File: config.mk
export PLATFORM = sky130hd
export DESIGN_NAME = multicycle_control_fsm
export DESIGN_NICKNAME = d
export VERILOG_FILES = /design/src/rtl/multicycle_control_fsm.sv
export SDC_FILE = /design/constraint.sdc
export NUM_CORES = 1
export LEC_CHECK = 0
export CAP_MARGIN = 20
export CORE_MARGIN = 2
export CORE_UTILIZATION = 36
export CTS_BUF_LIST = sky130_fd_sc_hd__clkbuf_2 sky130_fd_sc_hd__clkbuf_4 sky130_fd_sc_hd__clkbuf_8
export CTS_CLUSTER_SIZE = 20
export DETAILED_ROUTE_END_ITERATION = 8
export PLACE_DENSITY = 0.9
export SYNTH_ARGS = -nofsm -noshare
export SYNTH_HDL_FRONTEND = slang
export SYNTH_SLANG_ARGS = --single-unit
File: constraint.sdc
create_clock -name clk -period 1.6 [get_ports clk]
set_input_delay 0.24 -clock clk [delete_from_list [all_inputs] [get_ports clk]]
set_output_delay 0.24 -clock clk [all_outputs]
set_load 0.03 [all_outputs]
File: src/rtl/multicycle_control_fsm.sv
// Main controller for the RISC-V multicycle datapath.
// A Moore state machine walks each instruction through fetch, decode,
// address, memory, execute and writeback phases, and drives every
// datapath enable and mux select. lw, sw, R-type, I-type ALU, beq and
// jal are supported; any other opcode ends the instruction in DECODE
// with a one-cycle illegal_op pulse.
//
// Optional feature: define MEM_READY_EN to add the mem_ready input.
// FETCH, MEMREAD and MEMWRITE then hold until mem_ready=1. Without the
// macro the port does not exist and each of those states lasts one cycle.
module multicycle_control_fsm #(
    parameter int STATE_W = 4
) (
    input  logic               clk,
    input  logic               reset,
`ifdef MEM_READY_EN
    input  logic               mem_ready,
`endif
    input  logic [6:0]         Op,
    input  logic [2:0]         funct3,
    input  logic               funct7b5,
    input  logic               Zero,
    output logic               PCWrite,
    output logic               AdrSrc,
    output logic               MemWrite,
    output logic               IRWrite,
    output logic [1:0]         ResultSrc,
    output logic [1:0]         ALUSrcA,
    output logic [1:0]         ALUSrcB,
    output logic [1:0]         ImmSrc,
    output logic [2:0]         ALUControl,
    output logic               RegWrite,
    output logic               illegal_op,
    output logic               instr_done,
    output logic [STATE_W-1:0] state
);

    // State encoding is fixed because it is visible on the debug port.
    localparam logic [3:0] S_FETCH    = 4'd0;
    localparam logic [3:0] S_DECODE   = 4'd1;
    localparam logic [3:0] S_MEMADR   = 4'd2;
    localparam logic [3:0] S_MEMREAD  = 4'd3;
    localparam logic [3:0] S_MEMWB    = 4'd4;
    localparam logic [3:0] S_MEMWRITE = 4'd5;
    localparam logic [3:0] S_EXECR    = 4'd6;
    localparam logic [3:0] S_EXECI    = 4'd7;
    localparam logic [3:0] S_ALUWB    = 4'd8;
    localparam logic [3:0] S_BEQ      = 4'd9;
    localparam logic [3:0] S_JAL      = 4'd10;

    localparam logic [6:0] OP_LW  = 7'b0000011;
    localparam logic [6:0] OP_SW  = 7'b0100011;
    localparam logic [6:0] OP_R   = 7'b0110011;
    localparam logic [6:0] OP_I   = 7'b0010011;
    localparam logic [6:0] OP_BEQ = 7'b1100011;
    localparam logic [6:0] OP_JAL = 7'b1101111;

    // Internal ALU operation class, expanded to ALUControl below.
    localparam logic [1:0] ALUOP_ADD   = 2'b00;
    localparam logic [1:0] ALUOP_SUB   = 2'b01;
    localparam logic [1:0] ALUOP_FUNCT = 2'b10;

    // Expand the ALU operation class into the ALU control code.
    // Only R-type (Op[5]=1) may turn funct3=000 into a subtract, so
    // addi with instruction bit 30 set still adds.
    function automatic logic [2:0] alu_decode(
        input logic [1:0] alu_op,
        input logic [2:0] f3,
        input logic       op5,
        input logic       f7b5
    );
        logic [2:0] ctl;
        ctl = 3'b000;
        case (alu_op)
            ALUOP_ADD: ctl = 3'b000;
            ALUOP_SUB: ctl = 3'b001;
            ALUOP_FUNCT: begin
                case (f3)
                    3'b000: begin
                        if (op5 & f7b5) begin
                            ctl = 3'b001;
                        end else begin
                            ctl = 3'b000;
                        end
                    end
                    3'b010:  ctl = 3'b101;
                    3'b110:  ctl = 3'b011;
                    3'b111:  ctl = 3'b010;
                    default: ctl = 3'b000;
                endcase
            end
            default: ctl = 3'b000;
        endcase
        return ctl;
    endfunction

    logic [STATE_W-1:0] state_q;
    logic [STATE_W-1:0] state_d;
    logic               mem_ready_s;
    logic               illegal_s;
    logic               pc_update_s;
    logic               branch_s;
    logic [1:0]         alu_op_s;
    logic               adr_src_s;
    logic               mem_write_s;
    logic               ir_write_s;
    logic [1:0]         result_src_s;
    logic [1:0]         alu_src_a_s;
    logic [1:0]         alu_src_b_s;
    logic [1:0]         imm_src_s;
    logic               reg_write_s;
    logic               instr_done_s;

`ifdef MEM_READY_EN
    assign mem_ready_s = mem_ready;
`else
    assign mem_ready_s = 1'b1;
`endif

    // State register; reset aborts any instruction and returns to FETCH.
    always_ff @(posedge clk or posedge reset) begin
        if (reset) begin
            state_q <= S_FETCH;
        end else begin
            state_q <= state_d;
        end
    end

    // Next-state logic and illegal opcode detection in DECODE.
    always_comb begin
        state_d   = S_FETCH;
        illegal_s = 1'b0;
        case (state_q)
            S_FETCH: begin
                if (mem_ready_s) begin
                    state_d = S_DECODE;
                end else begin
                    state_d = S_FETCH;
                end
            end
            S_DECODE: begin
                case (Op)
                    OP_LW, OP_SW: state_d = S_MEMADR;
                    OP_R:         state_d = S_EXECR;
                    OP_I:         state_d = S_EXECI;
                    OP_BEQ:       state_d = S_BEQ;
                    OP_JAL:       state_d = S_JAL;
                    default: begin
                        state_d   = S_FETCH;
                        illegal_s = 1'b1;
                    end
                endcase
            end
            S_MEMADR: begin
                // Op[5] separates sw (0100011) from lw (0000011).
                if (Op[5]) begin
                    state_d = S_MEMWRITE;
                end else begin
                    state_d = S_MEMREAD;
                end
            end
            S_MEMREAD: begin
                if (mem_ready_s) begin
                    state_d = S_MEMWB;
                end else begin
                    state_d = S_MEMREAD;
                end
            end
            S_MEMWB: state_d = S_FETCH;
            S_MEMWRITE: begin
                if (mem_ready_s) begin
                    state_d = S_FETCH;
                end else begin
                    state_d = S_MEMWRITE;
                end
            end
            S_EXECR: state_d = S_ALUWB;
            S_EXECI: state_d = S_ALUWB;
            S_ALUWB: state_d = S_FETCH;
            S_BEQ:   state_d = S_FETCH;
            S_JAL:   state_d = S_ALUWB;
            default: state_d = S_FETCH;
        endcase
    end

    // Per-state Moore outputs; undefined states leave everything low.
    always_comb begin
        pc_update_s  = 1'b0;
        branch_s     = 1'b0;
        alu_op_s     = ALUOP_ADD;
        adr_src_s    = 1'b0;
        mem_write_s  = 1'b0;
        ir_write_s   = 1'b0;
        result_src_s = 2'b00;
        alu_src_a_s  = 2'b00;
        alu_src_b_s  = 2'b00;
        reg_write_s  = 1'b0;
        instr_done_s = 1'b0;
        case (state_q)
            S_FETCH: begin
                // PC+4 is computed on the ALU and routed straight to the PC.
                ir_write_s   = mem_ready_s;
                pc_update_s  = mem_ready_s;
                alu_src_b_s  = 2'b10;
                result_src_s = 2'b10;
            end
            S_DECODE: begin
                // Precompute the branch target OldPC + imm into ALUOut.
                alu_src_a_s  = 2'b01;
                alu_src_b_s  = 2'b01;
                instr_done_s = illegal_s;
            end
            S_MEMADR: begin
                alu_src_a_s = 2'b10;
                alu_src_b_s = 2'b01;
            end
            S_MEMREAD: begin
                adr_src_s = 1'b1;
            end
            S_MEMWB: begin
                result_src_s = 2'b01;
                reg_write_s  = 1'b1;
                instr_done_s = 1'b1;
            end
            S_MEMWRITE: begin
                adr_src_s    = 1'b1;
                mem_write_s  = 1'b1;
                instr_done_s = mem_ready_s;
            end
            S_EXECR: begin
                alu_src_a_s = 2'b10;
                alu_src_b_s = 2'b00;
                alu_op_s    = ALUOP_FUNCT;
            end
            S_EXECI: begin
                alu_src_a_s = 2'b10;
                alu_src_b_s = 2'b01;
                alu_op_s    = ALUOP_FUNCT;
            end
            S_ALUWB: begin
                result_src_s = 2'b00;
                reg_write_s  = 1'b1;
                instr_done_s = 1'b1;
            end
            S_BEQ: begin
                alu_src_a_s  = 2'b10;
                alu_src_b_s  = 2'b00;
                alu_op_s     = ALUOP_SUB;
                branch_s     = 1'b1;
                instr_done_s = 1'b1;
            end
            S_JAL: begin
                // Link value OldPC + 4 goes to ALUOut; the PC takes the
                // target precomputed in DECODE.
                alu_src_a_s = 2'b01;
                alu_src_b_s = 2'b10;
                pc_update_s = 1'b1;
            end
            default: begin
                pc_update_s = 1'b0;
            end
        endcase
    end

    // Immediate format follows the opcode directly, independent of state.
    always_comb begin
        case (Op)
            OP_LW, OP_I: imm_src_s = 2'b00;
            OP_SW:       imm_src_s = 2'b01;
            OP_BEQ:      imm_src_s = 2'b10;
            OP_JAL:      imm_src_s = 2'b11;
            default:     imm_src_s = 2'b00;
        endcase
    end

    assign PCWrite    = pc_update_s | (branch_s & Zero);
    assign AdrSrc     = adr_src_s;
    assign MemWrite   = mem_write_s;
    assign IRWrite    = ir_write_s;
    assign ResultSrc  = result_src_s;
    assign ALUSrcA    = alu_src_a_s;
    assign ALUSrcB    = alu_src_b_s;
    assign ImmSrc     = imm_src_s;
    assign ALUControl = alu_decode(alu_op_s, funct3, Op[5], funct7b5);
    assign RegWrite   = reg_write_s;
    assign illegal_op = illegal_s;
    assign instr_done = instr_done_s;
    assign state      = state_q;

endmodule

==> summary.md, run 1 <==
| Metric | Value |
|---|---|
| Sequential cell area fraction in the yosys report | `18.3%` |
| Distinct cell type count of the synthesized netlist | `35` |
| Number of sinks on the clock net | `4` |
| Count of flip-flops with a built-in enable after synthesis | `0` |
| Mean instance size in the synthesized netlist | `about 7.4 um^2` |
| Hold buffers post-CTS | `0` |
| Post-synth top area cell | `sky130_fd_sc_hd__dfrtp_1` |
| Placer's final routability congestion estimate | `0.731` |
| Post-synth top area share | `18.3%` |
| Commonest cells post-synth | `sky130_fd_sc_hd__nor2_1 (7), sky130_fd_sc_hd__nand2_1 (6), sky130_fd_sc_hd__inv_1 (5)` |
| Proportion of register bits with asynchronous set or reset after synthesis | `100%` |
| Maximum root-to-sink buffer count | `2` |
| Input/output buffers | `35` |
| DIE HEIGHT | `between 40 and 50 um` |
| I/O pin cnt | `36` |
| Top cells by area, synth | `sky130_fd_sc_hd__dfrtp_1 (18%), sky130_fd_sc_hd__o32ai_1 (6.4%), sky130_fd_sc_hd__nor2_1 (4.8%)` |
| Detailed placer's ending HPWL | `~1600 um` |
| Buffer cell driving the clock tree root | `sky130_fd_sc_hd__clkbuf_4` |
| Error that stopped the run | `[ERROR DPL-0038] Utilization greater than 100%, impossible to legalize` |
| Synth warnings | `0` |
| Number of placement rows | `14` |
| Die width | `about 43 um` |
| Number of buffers created by CTS | `3` |
| Number of synthesized register bits | `4` |
| Result of the run | `stopped before the end` |
| Post-CTS setup repair buffer count | `12` |
| Prevailing post-synth register cell | `sky130_fd_sc_hd__dfrtp_1` |
| Synthesized cell area | `547 um^2` |
| Net count after synthesis | `90` |
| Mapped Cells | `74` |
| Most used standard cell by instance count after synthesis | `sky130_fd_sc_hd__nor2_1` |
| Depth of the CTS H-tree | `1` |
| Halt point of the flow | `clock tree synthesis` |
| Initial Utilization | `37.2%` |
| Post-CTS Resized | `66` |
[cells by family after synthesis]
family | share of synthesized area (%)
buffers and inverters | 8.01
AOI/OAI and AO/OA | 21.5
muxes | 1.83
xor gates and xnor gates | 3.20
adders and majority gates | 4.58
and+or+nand+nor | 42.6
DFF | 18.3
[stage by stage]
step | instance area (um^2) | worst slack [ns] | hold WS (ns) | instances
3_3_place_gp | 1160 | -0.774 | 0.434 | 144
3_5_place_dp | 1160 | -0.812 | 0.442 | 144
2_1_floorplan | 679 | -0.199 | 0.00613 | 74
==> run 2: changes to the inputs <==
CORE_AREA = 2 2 63 65   (was not set)
CORE_MARGIN = not set   (was 2)
CORE_UTILIZATION = not set   (was 36)
CTS_BUF_LIST = not set   (was sky130_fd_sc_hd__clkbuf_2 sky130_fd_sc_hd__clkbuf_4 sky130_fd_sc_hd__clkbuf_8)
CTS_CLUSTER_SIZE = not set   (was 20)
DIE_AREA = 0 0 65 67   (was not set)
PLACE_DENSITY = not set   (was 0.9)
PLACE_DENSITY_LB_ADDON = 0.15   (was not set)
==> run 2 against run 1 <==
The flow now finishes, with violations (setup timing). Synthesized cell count unchanged. Synthesized area unchanged.
==> summary.md, run 2 <==
| Metric | Value |
|---|---|
| Result of the run | `complete, but fails checks (was stopped before the end)` |
| Violated checks | `setup timing` |
| Post-Place Cells | `178 (was 144)` |
| Via count | `809` |
| Number of buffers created by CTS | `3 (unchanged)` |
| Vias in the first global route | `773` |
| Critical Path Start Type | `flop` |
| Placer's final routability congestion estimate | `0.712 (was 0.731)` |
| Max transition margin | `78.6%` |
| Most frequent cells in the layout | `sky130_fd_sc_hd__buf_4 (28), sky130_fd_sc_hd__buf_6 (21), sky130_fd_sc_hd__dlygate4sd2_1 (6), sky130_fd_sc_hd__clkdlybuf4s50_1 (6)` |
| Final hold vios | `0` |
| Kind of capture point of the worst setup path | `output pin` |
| Die width | `65 um (was 43.0 um)` |
| All-Layer GR Usage | `9.73%` |
| Distinct cell type count of the synthesized netlist | `35 (unchanged)` |
| Mean instance size in the synthesized netlist | `7.39 um^2 (unchanged)` |
| Setup repair after global routing missed its margin | `true` |
| Static power due to leakage | `0.709 nW` |
| First-pass GRT wire length | `about 3300 um` |
| Required @ worst endpoint | `1.36 ns` |
| Power consumption | `0.00151 W` |
| Most used standard cell by instance count after synthesis | `sky130_fd_sc_hd__nor2_1 (unchanged)` |
| Commonest non-fill, non-tap cell in the layout | `sky130_fd_sc_hd__buf_4` |
| I/O pin cnt | `36 (unchanged)` |
| Detailed placer's ending HPWL | `1550 um (was 1620 um)` |
| Final count of pins violating max slew | `0` |
| Clk pin slew, worst setup/hold paths | `around 0.03 ns` |
| HP Class | `in -> async` |
| Source of the critical timing path | `state[1]` |
| Number of antenna violations at the first check in global routing | `0` |
| DIE HEIGHT | `67 um (was 43.0 um)` |
| Post-detailed-route count of antenna-violating nets | `0` |
| Count of flip-flops with a built-in enable after synthesis | `0 (unchanged)` |
| Proportion of register bits with asynchronous set or reset after synthesis | `100% (unchanged)` |
| Initial DRC count | `26` |
| Residual DRC | `0` |
| Later-pin clock latency in the skew report | `between 0.2 and 0.25 ns` |
| Buffer cell driving the clock tree root | `sky130_fd_sc_hd__clkbuf_8 (was sky130_fd_sc_hd__clkbuf_4)` |
| Top cells by area, synth | `sky130_fd_sc_hd__dfrtp_1 (18%), sky130_fd_sc_hd__o32ai_1 (6.4%), sky130_fd_sc_hd__nor2_1 (4.8%) (unchanged)` |
| CP arrival | `1.72 ns` |
| Worst reg2reg startpoint | `state[1]` |
| Number of nets in the final layout | `160` |
| Total Negative Setup Slacks | `-2.49 ns` |
| Number of synthesized register bits | `4 (unchanged)` |
| Post-Route Skew | `0.00268 ns` |
| Final critical-path required period | `1.96 ns` |
| Total Routed Length | `2130 um` |
| IR drop worst, VDD | `693 uV` |
| Share of the clock period used by the worst path | `123%` |
| Ratio of total power to cell area | `around 960 mW/mm^2` |
| Fraction of layout instances using a drive strength above 1 | `about two thirds` |
| Area of the core | `0.00361 mm^2` |
| TritonCTS clock tree | `built` |
| Pin count of the biggest net entering global routing | `15` |
| Prevailing post-synth register cell | `sky130_fd_sc_hd__dfrtp_1 (unchanged)` |
| Total gr overflow | `0` |
| FF-to-FF End | `state[0]` |
| Crit path kind | `reg -> out` |
| Number of filler cells placed in the layout | `358` |
| Wire per inst | `11.2 um` |
| Ant. Diodes | `0` |
| Maximum capacitance violations | `0` |
| Depth of the worst register-to-register path | `4` |
| Maximum root-to-sink buffer count | `2 (unchanged)` |
| Post-route worst setup slack | `-0.362 ns` |
| Post-synth top area cell | `sky130_fd_sc_hd__dfrtp_1 (unchanged)` |
| Depth of the CTS H-tree | `1 (unchanged)` |
| Sequential cell area fraction in the yosys report | `18.3% (unchanged)` |
| Input/output buffers | `35 (unchanged)` |
| Mapped Cells | `74 (unchanged)` |
| Share of the core filled with cells | `43.9%` |
| Max Clk Rate | `about 0.5 GHz` |
| Synthesized cell area | `547 um^2 (unchanged)` |
| R2r setup slk | `0.04 ns` |
| Synth warnings | `0 (unchanged)` |
| Die ar. | `0.00436 mm^2` |
| Number of placement rows | `22 (was 14)` |
| First-pass iteration count of the detailed router | `4` |
| Initial Utilization | `15.2% (was 37.2%)` |
| Hold buffers post-CTS | `0 (unchanged)` |
| Net count after synthesis | `90 (unchanged)` |
| Via count normalized by instance count | `4.26` |
| Final-report setup violation count | `15` |
| Area growth from synthesis to layout | `189%` |
| Final cell count without fillers | `190` |
| Pre-CTS WS | `-0.777 ns (was -0.812 ns)` |
| Post-synth top area share | `18.3% (unchanged)` |
| Number of flip-flops in the largest register | `4` |
| Commonest cells post-synth | `sky130_fd_sc_hd__nor2_1 (7), sky130_fd_sc_hd__nand2_1 (6), sky130_fd_sc_hd__inv_1 (5) (unchanged)` |
| Worst slew pin tran | `0.321 ns` |
| Critical Path Sink | `ALUControl[2]` |
| Number of sinks on the clock net | `4 (unchanged)` |
| CP max FO | `5` |
## run 2: cell counts after synthesis
Identical to the previous run, type by type.
## run 2: critical path, cell delays in order (launching register included)
cell and delay, ns:
sky130_fd_sc_hd__dfrtp_2 0.40, sky130_fd_sc_hd__buf_8 0.13, sky130_fd_sc_hd__nor2b_4 0.12, sky130_fd_sc_hd__and2_4 0.16, sky130_fd_sc_hd__ha_4 0.26, sky130_fd_sc_hd__nor4_4 0.24
sky130_fd_sc_hd__buf_4 0.19
## run 2: through the flow
step / instance area [um^2] / hold WS (ns)
finish: 1580 / 0.215
global route: 1580 / 0.239
CTS: 1360 / 0.219
detailed placement: 1210 / 0.438
global placement: 1210 / 0.437
floorplan: 679 / 0.00613
## run 2: cell type report
class	instances	area (um^2)	share of cell area [%]
clock buffer	3	41.3	2.61
inverter	5	21.3	1.34
multi-input combinational	60	662	41.9
sequential	4	105	6.65
tap	48	60.1	3.80
timing repair buffer	70	692	43.7
## run 2: kinds of logic (layout without fill, tap and decap cells)
kind of cell    count (synthesis)  after routing  share of synthesized area, %
mux                             1              1                          1.83
compound gates                 16             16                          21.5
buf+inv                        10             78                          8.01
flops                           4              4                          18.3
simple gates                   39             39                          42.6
xor+xnor                        2              2                          3.20
fa+ha+maj                       2              2                          4.58
## run 2: how the worst min path moves through the flow
stage,start,end,depth (start not counted)
after floorplan,reset,state[0],1
after global placement,reset,state[2],2
after detailed placement,reset,state[2],2
after CTS,reset,state[2],2
after global routing,reset,state[2],2
final,reset,state[2],2
## run 2: timing repair
action | in CTS | in global routing
pin swaps | 8 | 18
gates cloned | 0 | 0
setup buffers | 5 | 5
gates resized for setup | 42 | 44
endpoints found under the setup margin | 18 | 21
## run 2: per-layer routing
layer	up-vias	wire (um)	GRT usage [%]
met4	0	31	5.59
met2	23	1120	17.7
met3	2	100	1.01
li1	403	-	-
met1	381	879	11.0
met5	-	0	0
## run 2: power by group
group | internal (W) | switching, W | total (W)
sequential | 0.000121 | 0.0000114 | 0.000132
clock | 0.000160 | 0.0000486 | 0.000209
combinational | 0.000559 | 0.000613 | 0.00117
Power figures use the tool's default switching activity.
